==> src/rtl/pu_riscv_ahb3_arbiter.sv <==
// pu_riscv_ahb3_arbiter
//   Merges MASTERS upstream AHB3-Lite master ports (PU instruction/data
//   ports) onto one downstream AHB3-Lite master port.
//   - Round-robin (RR=1) or fixed lowest-index priority (RR=0).
//   - Owner keeps the bus through SEQ/BUSY beats and while HMASTLOCK is high.
//   - A port that loses arbitration has its address phase captured in a
//     per-port latch and is stalled (m_HREADY low) until that transfer's
//     downstream data phase completes, so no request is ever dropped.
// Ports
//   HCLK, HRESET            clock, asynchronous active-high reset
//   m_H*                    upstream AHB3 ports, one slice per master
//   m_HRDATA                read data broadcast to every port
//   m_HREADY / m_HRESP      per-port ready / response
//   s_H*                    downstream AHB3-Lite master port
module pu_riscv_ahb3_arbiter #(
  parameter int MASTERS = 2,
  parameter int XLEN    = 32,
  parameter int PLEN    = 32,
  parameter int RR      = 1
) (
  input  logic                           HCLK,
  input  logic                           HRESET,
  input  logic [MASTERS-1:0]             m_HSEL,
  input  logic [MASTERS-1:0][PLEN-1:0]   m_HADDR,
  input  logic [MASTERS-1:0][XLEN-1:0]   m_HWDATA,
  output logic [XLEN-1:0]                m_HRDATA,
  input  logic [MASTERS-1:0]             m_HWRITE,
  input  logic [MASTERS-1:0][2:0]        m_HSIZE,
  input  logic [MASTERS-1:0][2:0]        m_HBURST,
  input  logic [MASTERS-1:0][3:0]        m_HPROT,
  input  logic [MASTERS-1:0][1:0]        m_HTRANS,
  input  logic [MASTERS-1:0]             m_HMASTLOCK,
  output logic [MASTERS-1:0]             m_HREADY,
  output logic [MASTERS-1:0]             m_HRESP,
  output logic                           s_HSEL,
  output logic [PLEN-1:0]                s_HADDR,
  output logic [XLEN-1:0]                s_HWDATA,
  input  logic [XLEN-1:0]                s_HRDATA,
  output logic                           s_HWRITE,
  output logic [2:0]                     s_HSIZE,
  output logic [2:0]                     s_HBURST,
  output logic [3:0]                     s_HPROT,
  output logic [1:0]                     s_HTRANS,
  output logic                           s_HMASTLOCK,
  input  logic                           s_HREADY,
  input  logic                           s_HRESP
);

  localparam int IW = (MASTERS > 1) ? $clog2(MASTERS) : 1;

  localparam logic [1:0] HTRANS_IDLE = 2'b00;
  localparam logic [1:0] HTRANS_BUSY = 2'b01;
  localparam logic [1:0] HTRANS_SEQ  = 2'b11;

  // registered state
  logic [MASTERS-1:0]           pend_v_reg;
  logic [MASTERS-1:0][PLEN-1:0] pend_addr_reg;
  logic [MASTERS-1:0]           pend_write_reg;
  logic [MASTERS-1:0][2:0]      pend_size_reg;
  logic [MASTERS-1:0][2:0]      pend_burst_reg;
  logic [MASTERS-1:0][3:0]      pend_prot_reg;
  logic [MASTERS-1:0][1:0]      pend_trans_reg;
  logic [MASTERS-1:0]           pend_lock_reg;
  logic [IW-1:0]                owner_reg;
  logic                         dp_v_reg;
  logic [IW-1:0]                dp_id_reg;

  // effective per-port address phase: latched copy if pending, else live
  logic [MASTERS-1:0]           live_req;
  logic [MASTERS-1:0]           req;
  logic [MASTERS-1:0]           eff_sel;
  logic [MASTERS-1:0][PLEN-1:0] eff_addr;
  logic [MASTERS-1:0]           eff_write;
  logic [MASTERS-1:0][2:0]      eff_size;
  logic [MASTERS-1:0][2:0]      eff_burst;
  logic [MASTERS-1:0][3:0]      eff_prot;
  logic [MASTERS-1:0][1:0]      eff_trans;
  logic [MASTERS-1:0]           eff_lock;

  logic [IW-1:0] grant;
  logic          keep;
  logic          drive;

  genvar gi;
  generate
    for (gi = 0; gi < MASTERS; gi++) begin : g_port
      // HTRANS[1] set means NONSEQ or SEQ
      assign live_req[gi]  = m_HSEL[gi] & m_HTRANS[gi][1];
      assign req[gi]       = live_req[gi] | pend_v_reg[gi];
      assign eff_sel[gi]   = pend_v_reg[gi] | m_HSEL[gi];
      assign eff_addr[gi]  = pend_v_reg[gi] ? pend_addr_reg[gi]  : m_HADDR[gi];
      assign eff_write[gi] = pend_v_reg[gi] ? pend_write_reg[gi] : m_HWRITE[gi];
      assign eff_size[gi]  = pend_v_reg[gi] ? pend_size_reg[gi]  : m_HSIZE[gi];
      assign eff_burst[gi] = pend_v_reg[gi] ? pend_burst_reg[gi] : m_HBURST[gi];
      assign eff_prot[gi]  = pend_v_reg[gi] ? pend_prot_reg[gi]  : m_HPROT[gi];
      assign eff_trans[gi] = pend_v_reg[gi] ? pend_trans_reg[gi] : m_HTRANS[gi];
      assign eff_lock[gi]  = pend_v_reg[gi] ? pend_lock_reg[gi]  : m_HMASTLOCK[gi];

      // Port in the data phase sees the slave's ready; a port with a
      // captured-but-not-issued transfer is stalled; everyone else is free.
      assign m_HREADY[gi] = (dp_v_reg && dp_id_reg == IW'(gi)) ? s_HREADY :
                            !pend_v_reg[gi];
      assign m_HRESP[gi]  = dp_v_reg && dp_id_reg == IW'(gi) && s_HRESP;

      // Capture also covers the corner where this port is granted but the
      // downstream slot is stalled: the master already saw HREADY high, so
      // the transfer must be kept until it is really accepted.
      always_ff @(posedge HCLK or posedge HRESET) begin
        if (HRESET) begin
          pend_v_reg[gi]     <= 1'b0;
          pend_addr_reg[gi]  <= '0;
          pend_write_reg[gi] <= 1'b0;
          pend_size_reg[gi]  <= '0;
          pend_burst_reg[gi] <= '0;
          pend_prot_reg[gi]  <= '0;
          pend_trans_reg[gi] <= HTRANS_IDLE;
          pend_lock_reg[gi]  <= 1'b0;
        end else if (pend_v_reg[gi] && grant == IW'(gi) && s_HREADY) begin
          pend_v_reg[gi] <= 1'b0;
        end else if (m_HREADY[gi] && live_req[gi] &&
                     !(grant == IW'(gi) && s_HREADY)) begin
          pend_v_reg[gi]     <= 1'b1;
          pend_addr_reg[gi]  <= m_HADDR[gi];
          pend_write_reg[gi] <= m_HWRITE[gi];
          pend_size_reg[gi]  <= m_HSIZE[gi];
          pend_burst_reg[gi] <= m_HBURST[gi];
          pend_prot_reg[gi]  <= m_HPROT[gi];
          pend_trans_reg[gi] <= m_HTRANS[gi];
          pend_lock_reg[gi]  <= m_HMASTLOCK[gi];
        end
      end
    end
  endgenerate

  // Owner retains the bus mid-burst (SEQ/BUSY) and while locked.
  assign keep = eff_sel[owner_reg] &&
                (eff_trans[owner_reg] == HTRANS_SEQ ||
                 eff_trans[owner_reg] == HTRANS_BUSY ||
                 eff_lock[owner_reg]);

  // Loops run from the lowest-priority candidate upward so the last hit,
  // i.e. the highest-priority requester, wins. No requester parks on owner.
  always_comb begin
    grant = owner_reg;
    if (s_HREADY && !keep) begin
      if (RR != 0) begin
        for (int i = MASTERS; i >= 1; i--) begin
          if (req[(int'(owner_reg) + i) % MASTERS])
            grant = IW'((int'(owner_reg) + i) % MASTERS);
        end
      end else begin
        for (int i = MASTERS - 1; i >= 0; i--) begin
          if (req[i]) grant = IW'(i);
        end
      end
    end
  end

  assign drive = !HRESET && (keep || req[grant]);

  assign s_HSEL      = drive;
  assign s_HADDR     = drive ? eff_addr[grant]  : '0;
  assign s_HWRITE    = drive ? eff_write[grant] : 1'b0;
  assign s_HSIZE     = drive ? eff_size[grant]  : '0;
  assign s_HBURST    = drive ? eff_burst[grant] : '0;
  assign s_HPROT     = drive ? eff_prot[grant]  : '0;
  assign s_HTRANS    = drive ? eff_trans[grant] : HTRANS_IDLE;
  assign s_HMASTLOCK = drive ? eff_lock[grant]  : 1'b0;

  assign s_HWDATA = dp_v_reg ? m_HWDATA[dp_id_reg] : '0;
  assign m_HRDATA = s_HRDATA;

  // Only NONSEQ/SEQ open a data phase; IDLE/BUSY slots do not.
  always_ff @(posedge HCLK or posedge HRESET) begin
    if (HRESET) begin
      owner_reg <= '0;
      dp_v_reg  <= 1'b0;
      dp_id_reg <= '0;
    end else if (s_HREADY) begin
      owner_reg <= grant;
      dp_v_reg  <= drive && s_HTRANS[1];
      dp_id_reg <= grant;
    end
  end

endmodule

==> config.mk <==
export PLATFORM = sky130hd
export DESIGN_NAME = pu_riscv_ahb3_arbiter
export DESIGN_NICKNAME = d
export VERILOG_FILES = /design/src/rtl/pu_riscv_ahb3_arbiter.sv
export SDC_FILE = /design/constraint.sdc
export NUM_CORES = 1
export LEC_CHECK = 0
export ABC_AREA = 1
export BUFFER_PORTS_ARGS = -buffer_cell sky130_fd_sc_hd__buf_2
export CORE_MARGIN = 8
export CORE_UTILIZATION = 30
export CTS_CLUSTER_SIZE = 28
export DETAILED_ROUTE_END_ITERATION = 7
export PLACE_DENSITY_LB_ADDON = 0.25
export SLEW_MARGIN = 10
export SYNTH_ARGS = -nofsm -noshare
export SYNTH_HDL_FRONTEND = slang
export SYNTH_SLANG_ARGS = --single-unit
export TNS_END_PERCENT = 1
==> constraint.sdc <==
create_clock -name HCLK -period 2.8 [get_ports HCLK]
set_clock_uncertainty 0.05 [all_clocks]
set_input_delay 0 -clock HCLK [delete_from_list [all_inputs] [get_ports HCLK]]
set_output_delay 0 -clock HCLK [all_outputs]
set_load 0.01 [all_outputs]
==> metrics.cfg <==
[timing]
tightest_slew_ns = 0.771
setup-violations-final = 0
fin_crit_sh_pct = 91.1
hold_viol_final = 0
setup_tns_ns = 0
rsz0062_at_grt = no
slew_headroom_pct = 48.6
fmax_ghz = 0.392
drv_slew = 0
period_needed_ns = 2.55

[global_route]
antenna_found_initial = 0
grt_pass1_wl_um = 36900
grt_overflow = 0
grt_start_max_net_pins = 98
grt_pass1_vias = 6984
grtUsageTotal_pct = 17.5

[clocking]
clock_path_buffers = 2
htree_levels = 3
path_clk_slew_ns = 0.07
numCtsBuffers = 9
cts_tree = built
clockRootBuffer = clkbuf_16
clk-insertion-delay-late_ns = 0.34
clock-sinks = 96

[detailed_routing]
wl_per_cell_um = 16.0
firstDrtPassIters = 7
ant_nets = 0
vias = 6770
drc_errors = 0
initialDrtViolationCount = 508
viasPerCell = 4.72
drt_wl_total_um = 22900

[synthesis]
syn-num-nets = 1056
synth_flop_cell = dfrtp_1
synth.distinct_cells = 20
ys_seq_area_share_pct = 38.5
synthArstFlopShare_pct = 100
synth.avg_cell_area_um2 = 7.23
synth.cell_area_um2 = 6230
synth_cells = 862
ys_ff_latch = 96
yosys_warnings = 0
synth_edf_count = 0

[floorplanning]
die_width_um = 160
io_pins = 309
rows = 52
coreArea_um2 = 20300
dieArea_um2 = 25600
start_util_pct = 30.7
die_y_um = 160

[worst_hold_path]
hold_path_class = primary input to flop
hold_depth = 5
min_to = pend_v_reg[1]
min-delay-start = m_HSEL[1]

[placement]
place_hpwl_um = 15600
globalplace.congestion = 0.820
port_buffers = 244

[power]
p_total_uw = 8350
peakVddDrop_v = 0.000505
powerDensity_nw_per_um2 = 932
leakage_uw = 0.00475

[cells_and_area]
diodes = 0
layout_common_cells = nand2_1 (247), buf_2 (244), dlygate4sd3_1 (124)
fillers = 2094
area_delta_synth_final_pct = 43.8
final_common_cell = nand2_1
nets = 1353
largest_reg_flops = 64
drive_above_1_share_pct = 27.0

[worst_setup_path]
reg2reg_slack_ns = 0.52
reg2reg_depth = 13
r2r-start = pend_v_reg[0]
r2r_end = pend_addr_reg[51]
cp_max_fo = 21
worstSetupStartpointType = flop
cp_data_arrival_time_ns = 2.50
required_ns = 2.75
critPathCaptureType = output pin
critPathKind = flop to output pin

[flow_run]
max-cap-violations = 0

[outcome]
status = complete, no violations

## cells by family after synthesis
group	Yosys count	synth area share (%)
flip-flops	96	38.5
AND/OR/NAND/NOR	331	21.6
buffers and inverters	206	16.3
AO/OA/AOI/OAI	229	23.6
## timing repair
item / 4_1_cts / 5_1_grt
endpoints found under the hold margin: 219 / 0
setup endpoints to repair: 0 / 47
buffers inserted: 0 / 0
resized for setup: 0 / 5
hold buffers: 124 / 0
## per-layer routing
metal | up-vias | routed length [µm] | track usage [%] | share of wire (%)
met5 | - | 0 | 0 | 0
met4 | 0 | 605 | 6.97 | 2.6
met3 | 31 | 1470 | 4.11 | 6.4
met2 | 242 | 11300 | 30.6 | 49
met1 | 3095 | 9560 | 20.2 | 42
li1 | 3402 | - | - | -
## final cells by class
| type | instances | area [µm²] | area share (%) |
|---|---|---|---|
| multi-input cells | 560 | 2830 | 31.6 |
| repair buffers | 384 | 2650 | 29.5 |
| flip-flops and latches | 96 | 2400 | 26.8 |
| inverters | 108 | 414 | 4.62 |
| well taps | 270 | 338 | 3.77 |
| clock buffers | 10 | 239 | 2.67 |
| clock inverters | 6 | 90.1 | 1.01 |
## critical path, cell delays in order (launching register included)
cell      delay (ns)
dfrtp_2         0.46
clkinv_4        0.14
nand2_1         0.09
nand2_1         0.06
nand2_1         0.05
nand2_1         0.09
nand4_1         0.19
nand2_4         0.18
buf_4           0.30
o211ai_1        0.15
a21oi_1         0.26
buf_2           0.18
## cells in the mapped netlist, types with 7 or more instances
library cell / instances / area share, %
buf_1: 8 / 0.48
nand3_1: 71 / 5.7
o21ai_1: 88 / 7.1
nand2_1: 248 / 15
buf_6: 8 / 1.4
buf_2: 15 / 1.2
clkbuf_1: 24 / 1.4
a21oi_2: 29 / 4.1
a21oi_1: 17 / 1.4
o21ai_0: 8 / 0.64
buf_4: 43 / 5.2
o211ai_1: 86 / 10
dfrtp_1: 96 / 39
inv_1: 104 / 6.3
nor2_1: 7 / 0.42
## worst max path at each step
stage / cells after the start / slack, ns / end / from
2_1_floorplan: 5 / 0.67 / s_HSEL / HRESET
3_3_place_gp: 13 / 0.44 / pend_addr_reg[45] / pend_v_reg[0]
3_5_place_dp: 13 / 0.37 / pend_addr_reg[46] / pend_v_reg[0]
4_1_cts: 11 / 0.07 / s_HADDR[4] / pend_v_reg[0]
5_1_grt: 11 / 0.04 / s_HADDR[5] / pend_v_reg[1]
6_report: 11 / 0.25 / s_HADDR[4] / pend_v_reg[0]
## stage by stage
| step | hold slack [ns] | util (%) | instances | worst slack (ns) | instance area [µm²] |
|---|---|---|---|---|---|
| after floorplan | 0.0418 | - | 862 | 0.671 | 6240 |
| after detailed placement | -0.0499 | 36.3 | 1294 | 0.369 | 7380 |
| final | 0.106 | 44.1 | 1434 | 0.248 | 8960 |
| after global placement | -0.0499 | 36.3 | 1294 | 0.444 | 7380 |
| after global routing | 0.154 | 44.1 | 1434 | 0.0443 | 8960 |
| after CTS | 0.0812 | 44.1 | 1434 | 0.0732 | 8950 |
## where the power goes
part | internal (µW) | switching, µW
Clock | 813 | 581
Sequential | 2050 | 390
Combinational | 1670 | 2840
Total | 4540 | 3810
Note: power is estimated with default switching activity, not from simulation.
